### src/rtl/pipe_pkg.sv
// Shared FSM state type and default widths for the pipeline stage register.
package pipe_pkg;

   localparam int PIPE_DATA_W = 32;
   localparam int PIPE_CTRL_W = 12;
   localparam int PIPE_CNT_W  = 16;

   typedef enum logic [1:0] {
      EMPTY = 2'd0,
      BUSY  = 2'd1,
      FULL  = 2'd2
   } stageState_t;

   function automatic logic [1:0] entriesIn(input stageState_t s);
      case (s)
         EMPTY:   return 2'd0;
         BUSY:    return 2'd1;
         default: return 2'd2;
      endcase
   endfunction

endpackage

### src/rtl/sat_counter.sv
// Saturating up-counter with synchronous clear that wins over increment.
module sat_counter #(
   parameter int W = 16
) (
   input  logic         clk,
   input  logic         rst,
   input  logic         clr,
   input  logic         inc,
   output logic [W-1:0] count
);

   always_ff @(posedge clk or posedge rst) begin
      if (rst) begin
         count <= '0;
      end else if (clr) begin
         count <= '0;
      end else if (inc && (count != '1)) begin
         count <= count + W'(1);
      end
   end

endmodule

### src/rtl/pipe_stage_reg.sv
// Main+skid valid/ready stage register: 1-cycle latency, full throughput, in_ready straight from a flop.
// Flush kills everything held. Stall/flush counters exist only with PIPE_STAGE_REG_PERF_EN defined.
module pipe_stage_reg
   import pipe_pkg::*;
#(
   parameter int DATA_W = PIPE_DATA_W,
   parameter int CTRL_W = PIPE_CTRL_W,
   parameter int CNT_W  = PIPE_CNT_W
) (
   input  logic              clk,
   input  logic              rst,
   input  logic              in_valid,
   output logic              in_ready,
   input  logic [DATA_W-1:0] in_data,
   input  logic [CTRL_W-1:0] in_ctrl,
   input  logic              flush,
   output logic              out_valid,
   input  logic              out_ready,
   output logic [DATA_W-1:0] out_data,
   output logic [CTRL_W-1:0] out_ctrl,
   output logic [1:0]        occupancy
`ifdef PIPE_STAGE_REG_PERF_EN
   ,
   input  logic              clr_cnt,
   output logic [CNT_W-1:0]  stall_cnt,
   output logic [CNT_W-1:0]  flush_cnt
`endif
);

   if (DATA_W < 1 || CTRL_W < 1 || CNT_W < 1) begin : gBadParams
      $error("pipe_stage_reg: widths must be at least 1");
   end

   stageState_t       state;
   stageState_t       nextState;
   logic              inReadyQ;
   logic              outValidQ;
   logic [1:0]        occQ;
   logic [DATA_W-1:0] mainData;
   logic [CTRL_W-1:0] mainCtrl;
   logic [DATA_W-1:0] skidData;
   logic [CTRL_W-1:0] skidCtrl;
   logic              inXfer;
   logic              outXfer;

   assign inXfer  = in_valid & inReadyQ & ~flush;
   assign outXfer = outValidQ & out_ready;

   always_comb begin
      nextState = state;
      if (flush) begin
         nextState = EMPTY;
      end else begin
         case (state)
            EMPTY:   if (inXfer) nextState = BUSY;
            BUSY: begin
               if (inXfer && !outXfer)      nextState = FULL;
               else if (!inXfer && outXfer) nextState = EMPTY;
            end
            FULL:    if (outXfer) nextState = BUSY;
            default: nextState = EMPTY;
         endcase
      end
   end

   // Status flags are registered from nextState so in_ready never has a combinational path.
   always_ff @(posedge clk or posedge rst) begin
      if (rst) begin
         state     <= EMPTY;
         inReadyQ  <= 1'b0;
         outValidQ <= 1'b0;
         occQ      <= 2'd0;
         mainData  <= '0;
         mainCtrl  <= '0;
         skidData  <= '0;
         skidCtrl  <= '0;
      end else begin
         state     <= nextState;
         inReadyQ  <= (nextState != FULL);
         outValidQ <= (nextState != EMPTY);
         occQ      <= entriesIn(nextState);
         if (!flush) begin
            case (state)
               EMPTY: begin
                  if (inXfer) begin
                     mainData <= in_data;
                     mainCtrl <= in_ctrl;
                  end
               end
               BUSY: begin
                  if (inXfer && outXfer) begin
                     mainData <= in_data;
                     mainCtrl <= in_ctrl;
                  end else if (inXfer) begin
                     skidData <= in_data;
                     skidCtrl <= in_ctrl;
                  end
               end
               FULL: begin
                  if (outXfer) begin
                     mainData <= skidData;
                     mainCtrl <= skidCtrl;
                  end
               end
               default: ;
            endcase
         end
      end
   end

   assign in_ready  = inReadyQ;
   assign out_valid = outValidQ;
   assign out_data  = mainData;
   assign out_ctrl  = outValidQ ? mainCtrl : '0;
   assign occupancy = occQ;

`ifdef PIPE_STAGE_REG_PERF_EN
   logic stallEvt;
   logic killEvt;

   assign stallEvt = outValidQ & ~out_ready;
   // A flush only counts if it discards something: a held entry or an input that would have been taken.
   assign killEvt  = flush & (outValidQ | (in_valid & inReadyQ));

   sat_counter #(.W(CNT_W)) uStallCnt (
      .clk   (clk),
      .rst   (rst),
      .clr   (clr_cnt),
      .inc   (stallEvt),
      .count (stall_cnt)
   );

   sat_counter #(.W(CNT_W)) uFlushCnt (
      .clk   (clk),
      .rst   (rst),
      .clr   (clr_cnt),
      .inc   (killEvt),
      .count (flush_cnt)
   );
`endif

endmodule

### config.mk
export PLATFORM = sky130hd
export DESIGN_NAME = pipe_stage_reg
export DESIGN_NICKNAME = d
export VERILOG_FILES = /design/src/rtl/pipe_pkg.sv /design/src/rtl/sat_counter.sv /design/src/rtl/pipe_stage_reg.sv
export SDC_FILE = /design/constraint.sdc
export NUM_CORES = 1
export LEC_CHECK = 0
export ABC_CLOCK_PERIOD_IN_PS = 3000
export CAP_MARGIN = 5
export CORE_MARGIN = 4
export CORE_UTILIZATION = 47
export DETAILED_ROUTE_END_ITERATION = 8
export HOLD_SLACK_MARGIN = 0.03
export PLACE_DENSITY = 0.83
export SLEW_MARGIN = 20
export SYNTH_ARGS = -nofsm -noshare
export SYNTH_HDL_FRONTEND = slang
export SYNTH_SLANG_ARGS = --single-unit
### constraint.sdc
create_clock -name clk -period 3 [get_ports clk]
set_input_delay 0.45 -clock clk [delete_from_list [all_inputs] [get_ports clk]]
set_output_delay 0.45 -clock clk [all_outputs]
set_load 0.02 [all_outputs]
==> results.md, run 1 <==
* Status: complete, no violations
* Total CTS buffers at 9
* Final hold slack at 0.504 ns
* Worst Tran Pin Value at 1.05 ns
* Antenna Violating Nets Remaining at 0
* Die H at around 110 microns
* Top FF cell, synth: dfrtp_1
* Distinct cells, synth at 27
* Area Overhead vs Synth at 26.4%
* Worst setup SP type: flop
* Seq/Total Area, Yosys at 49.6%
* # IOs at 97
* Ranking of synthesized cells by area: dfrtp_1 50%, mux2_4 13%, and3b_1 8.5%
* First-pass GRT wire length at between 15000 and 20000 microns
* Syn_area_per_cell at 12.0 sq um
* Crit-path slowest cell: dfrtp_1
* Die Wd at roughly 110 microns
* Total design power at 4620 uW
* Synth cell count leaders: 94 x dfrtp_1, 46 x and3b_1, 45 x a211oi_1, 45 x a21oi_1, 44 x a22oi_1
* Pwr/cell area at 770 nW/um^2
* Root Driver: clkbuf_8
* ANT cells at 0
* Hold Vio Cnt, Final at 0
* CTS tree: yes
* Hpwl dp at 7930 microns
* Full die area at 11800 sq um
* Mapped Area at 4750 sq um
* Post-route setup TNS at 0 ns
* P_leak at around 0.0027 uW
* CORE AREA at 9820 sq um
* Setup Buffers After CTS at 0
* Avg WL per Cell at between 20 and 25 microns
* GR Overflow Total at 0
* WP data arrival at 1.91 ns
* Crit-path cells: and2_1 > clkdlybuf4s50_1
* Via count at 3626
* Crit path largest cell delay at 0.70 ns
* CP Max Fanout at 21
* Iteration count of the initial detailed-routing pass at 4
* RSZ-0062 raised after global routing: false
* Gr usage total at 21.6%
* CTS H-tree lvls at 3
* Post-synthesis register bit count at 94
* Max Buffers Root-to-Sink at 2
* Classification of the worst setup path: reg -> out
* Initial antenna violation count at 0
* Clock Skews at 0.0120 ns
* FF-to-FF path depth at 4
* Reg clk slew, reported paths at 0.09 ns
* Worst-skew pair later-pin latency at around 0.36 ns
* Required @ worst endpoint at 2.55 ns
* Top cell type's share of synthesized area at 49.6%
* Global placement routability congestion at slightly below 0.8
* Initial Utilization at 48.3%
* Mapped Nets at about 440
* Period minus WS final at around 2.4 ns
* Hold/Removal Path Class: in -> async
* DRT iter0 DRCs at 281
* Vias in the first global route at 3909
* Final setup violation count at 0
* Drt via density at between 5 and 6
* Post-Synthesis Cells at 395
* Ys async rst share at 100%
* Pre-CTS setup slack at 0.585 ns
* Min setup slack post-route at around 0.64 ns
* Fmax at 423 MHz
* # rows at 36
* Area leader, netlist: dfrtp_1
* Post-CTS sizing at 0
* Max_cap viols at 0
* Most numerous cell in the Yosys netlist: dfrtp_1
* Layout cell share with drive strength beyond 1 at 16.7%
* Post-synth EDFFs at 0
* Largest net degree at the start of global routing at 49
* Max-slew headroom at the worst pin at 29.8%
* Slew Limit Fails at 0
* Maximum vdd ir drop at between 300 and 400 uV
* # port buffers at 96
* CP Capture Type: primary output
* DRC at 0
* CTS Hold Bufs at 0
* Tcrit/Tclk final at 78.7%
* Post-Route WL at about 12000 microns
* CTS sink count at 94
* Yosys warns at 0
* Layout Nets at between 500 and 600
## power by group
part | total, uW | internal, uW | switching [uW]
Sequential | 2060 | 1760 | 303
Combinational | 1690 | 958 | 735
Clock | 868 | 412 | 455
## final cells by class
type | instances | area (sq um)
timing repair buffer | 108 | 1080
tap | 133 | 166
sequential | 94 | 2350
clock buffer | 10 | 138
inverter | 1 | 6.26
multi-input combinational | 254 | 2180
fill | 818 | 3820
clock inverter | 6 | 70.1
## final timing paths
check | endpoint | slack, ns | start
setup / recovery | out_ctrl[1] | 0.64 | out_valid
hold / removal | out_data[7] | 0.50 | rst
setup reg to reg | out_data[24] | 0.89 | state[1]
hold reg to reg | skidData[15] | 0.51 | skidData[15]
max in group asynchronous | skidData[23] | 1.82 | rst
min in group clk | skidData[15] | 0.51 | skidData[15]
## state kept, by name, indices dropped and copies added, names as in the netlist
signal / flops
in_ready: 1
mainCtrl: 12
occupancy: 2
out_data: 32
out_valid: 1
skidCtrl: 12
skidData: 32
state: 2
## metal layers
layer | global-route usage, % | up-vias | wire length [microns]
li1 | - | 1639 | -
met1 | 26.8 | 1862 | 5080
met2 | 37.6 | 111 | 6300
met3 | 4.12 | 14 | 621
met4 | 7.39 | 0 | 204
met5 | 0 | - | 0
## layout by cell type (no fill, tap or decap), types with 2 or more instances in the layout
cell | netlist | final
clkbuf_8 | 0 | 10
a22oi_1 | 44 | 44
a211oi_1 | 45 | 45
dfrtp_1 | 94 | 94
o31ai_1 | 2 | 2
and3b_1 | 46 | 44
a221oi_1 | 2 | 2
mux2_2 | 4 | 4
and2_1 | 12 | 12
a21oi_1 | 45 | 45
nand2_1 | 3 | 3
buf_12 | 0 | 3
clkdlybuf4s50_1 | 0 | 95
clkinvlp_4 | 0 | 3
and3b_2 | 0 | 2
mux2_4 | 40 | 40
buf_4 | 1 | 9
## critical path, delay by kind of cell, from the launching register on
| family | cells | cell delay (ns) |
|---|---|---|
| flip-flops | 1 | 0.70 |
| buffers and inverters | 1 | 0.61 |
| AND/OR/NAND/NOR | 1 | 0.25 |
## stage by stage
stage / util (%) / instances / area, sq um
finish: 61.1 / 606 / 6000
global route: 61.1 / 606 / 6000
CTS: 61.1 / 606 / 6000
detailed placement: 59.0 / 590 / 5790
global placement: 59.0 / 590 / 5790
floorplan: - / 395 / 4750
## logic make-up after synthesis
kind of cell	share of synthesized area, %
AO/OA/AOI/OAI	20.3
buffers and inverters	4.75
AND/OR/NAND/NOR	11.8
flip-flops	49.6
multiplexers	13.6
Power figures use the tool's default switching activity.
==> inputs of run 2 (changes only) <==
--- a/config.mk
+++ b/config.mk
@@ -5,7 +5,7 @@
 export SDC_FILE = /design/constraint.sdc
 export NUM_CORES = 1
 export LEC_CHECK = 0
-export ABC_CLOCK_PERIOD_IN_PS = 3000
+export ABC_CLOCK_PERIOD_IN_PS = 1900
 export CAP_MARGIN = 5
 export CORE_MARGIN = 4
 export CORE_UTILIZATION = 47
==> constraint.sdc (replaced) <==
create_clock -name clk -period 1.9 [get_ports clk]
set_input_delay 0.285 -clock clk [delete_from_list [all_inputs] [get_ports clk]]
set_output_delay 0.285 -clock clk [all_outputs]
set_load 0.02 [all_outputs]
==> run 2 against run 1 <==
- die area stayed put
- cell count is 1.8% higher
- first-iteration DRC count is 19% lower
- global-route usage is 0.43 points lower
- cell area is 2.6% higher
- non-clock buffer count is 11 higher
- flip-flop and latch count stayed put
- utilization is 1.6 points higher
- clock power is 59% higher
- worst setup slack worse by 0.51 ns
- power is 58% higher
- sequential power is 56% higher
- critical path type unchanged
- largest cell class unchanged
==> results.md, run 2 (synthesis results as in run 1) <==
* # port buffers at 96
* Sequential power share at between 40% and 50%
* Final setup violation count at 0
* # IOs at 97
* Pwr/cell area at 1190 nW/um^2
* Wl on met1 at 5290 microns
* Max-slew headroom at the worst pin at 66.7%
* CTS tree: yes
* Hold Vio Cnt, Final at 0
* Combinational share of power at 37.2%
* Drt via density at between 5 and 6
* DRC at 0
* GR Overflow Total at 0
* Root Driver: clkbuf_8
* Met3 WL at 691 microns
* Classification of the worst setup path: reg -> out
* Slew Limit Fails at 0
* Worst R2R Setup Slack at 0.24 ns
* Worst Tran Pin Value at 0.499 ns
* Iteration count of the initial detailed-routing pass at 4
* Maximum vdd ir drop at 489 uV
* CTS sink count at 94
* First-pass GRT wire length at 19500 microns
* Full die area at 11800 sq um
* Layout Nets at approximately 530
* ANT cells at 0
* Most frequent cells in the layout: 94 x dfrtp_1, 83 x clkdlybuf4s50_1, 45 x a21oi_1, 45 x a211oi_1
* Largest net degree at the start of global routing at 56
* Hold path depth at 2
* Post-Route WL at around 12000 microns
* WP data arrival at 1.49 ns
* DRT iter0 DRCs at 228
* CP Max Fanout at 21
* Max Buffers Root-to-Sink at 2
* Metal2 WL at 5980 microns
* Fillers at ~800
* Hold Path Sink: occupancy[1]
* Initial Utilization at 48.3%
* Tcrit/Tclk final at 93.5%
* Fmax at 563 MHz
* Die Wd at approximately 110 microns
* Sw power at 2350 uW
* Global placement routability congestion at 0.762
* Commonest non-fill, non-tap cell in the layout: dfrtp_1
* Max_cap viols at 0
* Avg WL per Cell at 19.7 microns
* P_leak at 0.00282 uW
* Die H at 108 microns
* FF-to-FF path depth at 5
* HP Start: flush
* Worst-skew pair later-pin latency at 0.36 ns
* Reg clk slew, reported paths at around 0.09 ns
* Area Overhead vs Synth at 29.7%
* Post-layout util at a little over three fifths
* Post-route setup TNS at 0 ns
* Total CTS buffers at 9
* RSZ-0062 raised after global routing: false
* CTS H-tree lvls at 3
* Area of the multi-input gates at around 2200 sq um
* Antenna Violating Nets Remaining at 0
* Hpwl dp at 8000 microns
* Required @ worst endpoint at 1.62 ns
* R2R Path Start: state[1]
* Hold/Removal Path Class: in -> reg
* CORE AREA at 9820 sq um
* Initial antenna violation count at 0
* Clock power frac at 18.8%
* Status: complete, no violations
* FF-to-FF End: out_data[10]
* CP Capture Type: primary output
* # rows at 36
* Vias in the first global route at 3792
* Layout cell share with drive strength beyond 1 at 18.8%
* Int Pwr at 4960 uW
* Period minus WS final at 1.78 ns
* Max Used Layer: met4
* Gr usage total at a little over a fifth
* Worst setup SP type: flop
* Sw Share at 32.1%
* Setup Buffers After CTS at 0
* Register area at 2350 sq um
* Clock Skews at 0.0102 ns
* Via count at between 3000 and 4000
-- run 2: stage by stage --
stage / cells / hold WS (ns) / setup slack, ns / power, uW / area (sq um)
after floorplan: 395 / 0.397 / 0.337 / 4860 / 4750
after global placement: 601 / 0.481 / 0.0973 / 5860 / 5960
after detailed placement: 601 / 0.485 / 0.0673 / 6000 / 5960
after CTS: 617 / 0.283 / 0.102 / 7330 / 6150
after global routing: 617 / 0.296 / 0.0552 / 7690 / 6150
final: 617 / 0.298 / 0.124 / 7310 / 6150
-- run 2: worst max-delay path, stage by stage (launching register included) --
cell and delay, ns:
dfrtp_1 0.38, buf_12 0.15, clkdlybuf4s50_1 0.61
-- run 2: final cells by class --
type	count	share of cell area (%)
clock buffers	10	2.24
inverters	1	0.122
repair buffers	119	20.1
clock inverters	6	1.12
multi-input cells	254	35.5
flip-flops and latches	94	38.2
well taps	133	2.70
-- run 2: repair_timing --
| action | CTS | global route |
|---|---|---|
| hold buffers | 0 | 0 |
| setup endpoints to repair | 12 | 0 |
| resized for setup | 12 | 0 |
-- run 2: worst max-delay path by stage --
stage	startpoint	to	depth (start not counted)
floorplan	in_ready	skidCtrl[0]	5
global placement	out_ready	skidCtrl[10]	5
detailed placement	out_ready	skidData[2]	5
CTS	out_valid	out_valid	2
global route	out_valid	out_valid	2
finish	out_valid	out_valid	2
-- run 2: metal layers --
layer	track usage [%]	vias to the layer above
li1	-	1662
met1	29.1	1835
met2	33.5	145
met3	3.28	14
met4	8.39	0
met5	0	-
-- run 2: power groups by stage --
stage	logic, uW	clock network [uW]	registers [uW]
after floorplan	1470	0	3390
final	2720	1380	3220
after global routing	2910	1480	3300
after CTS	2740	1390	3200
after detailed placement	2780	0	3230
after global placement	2670	0	3190
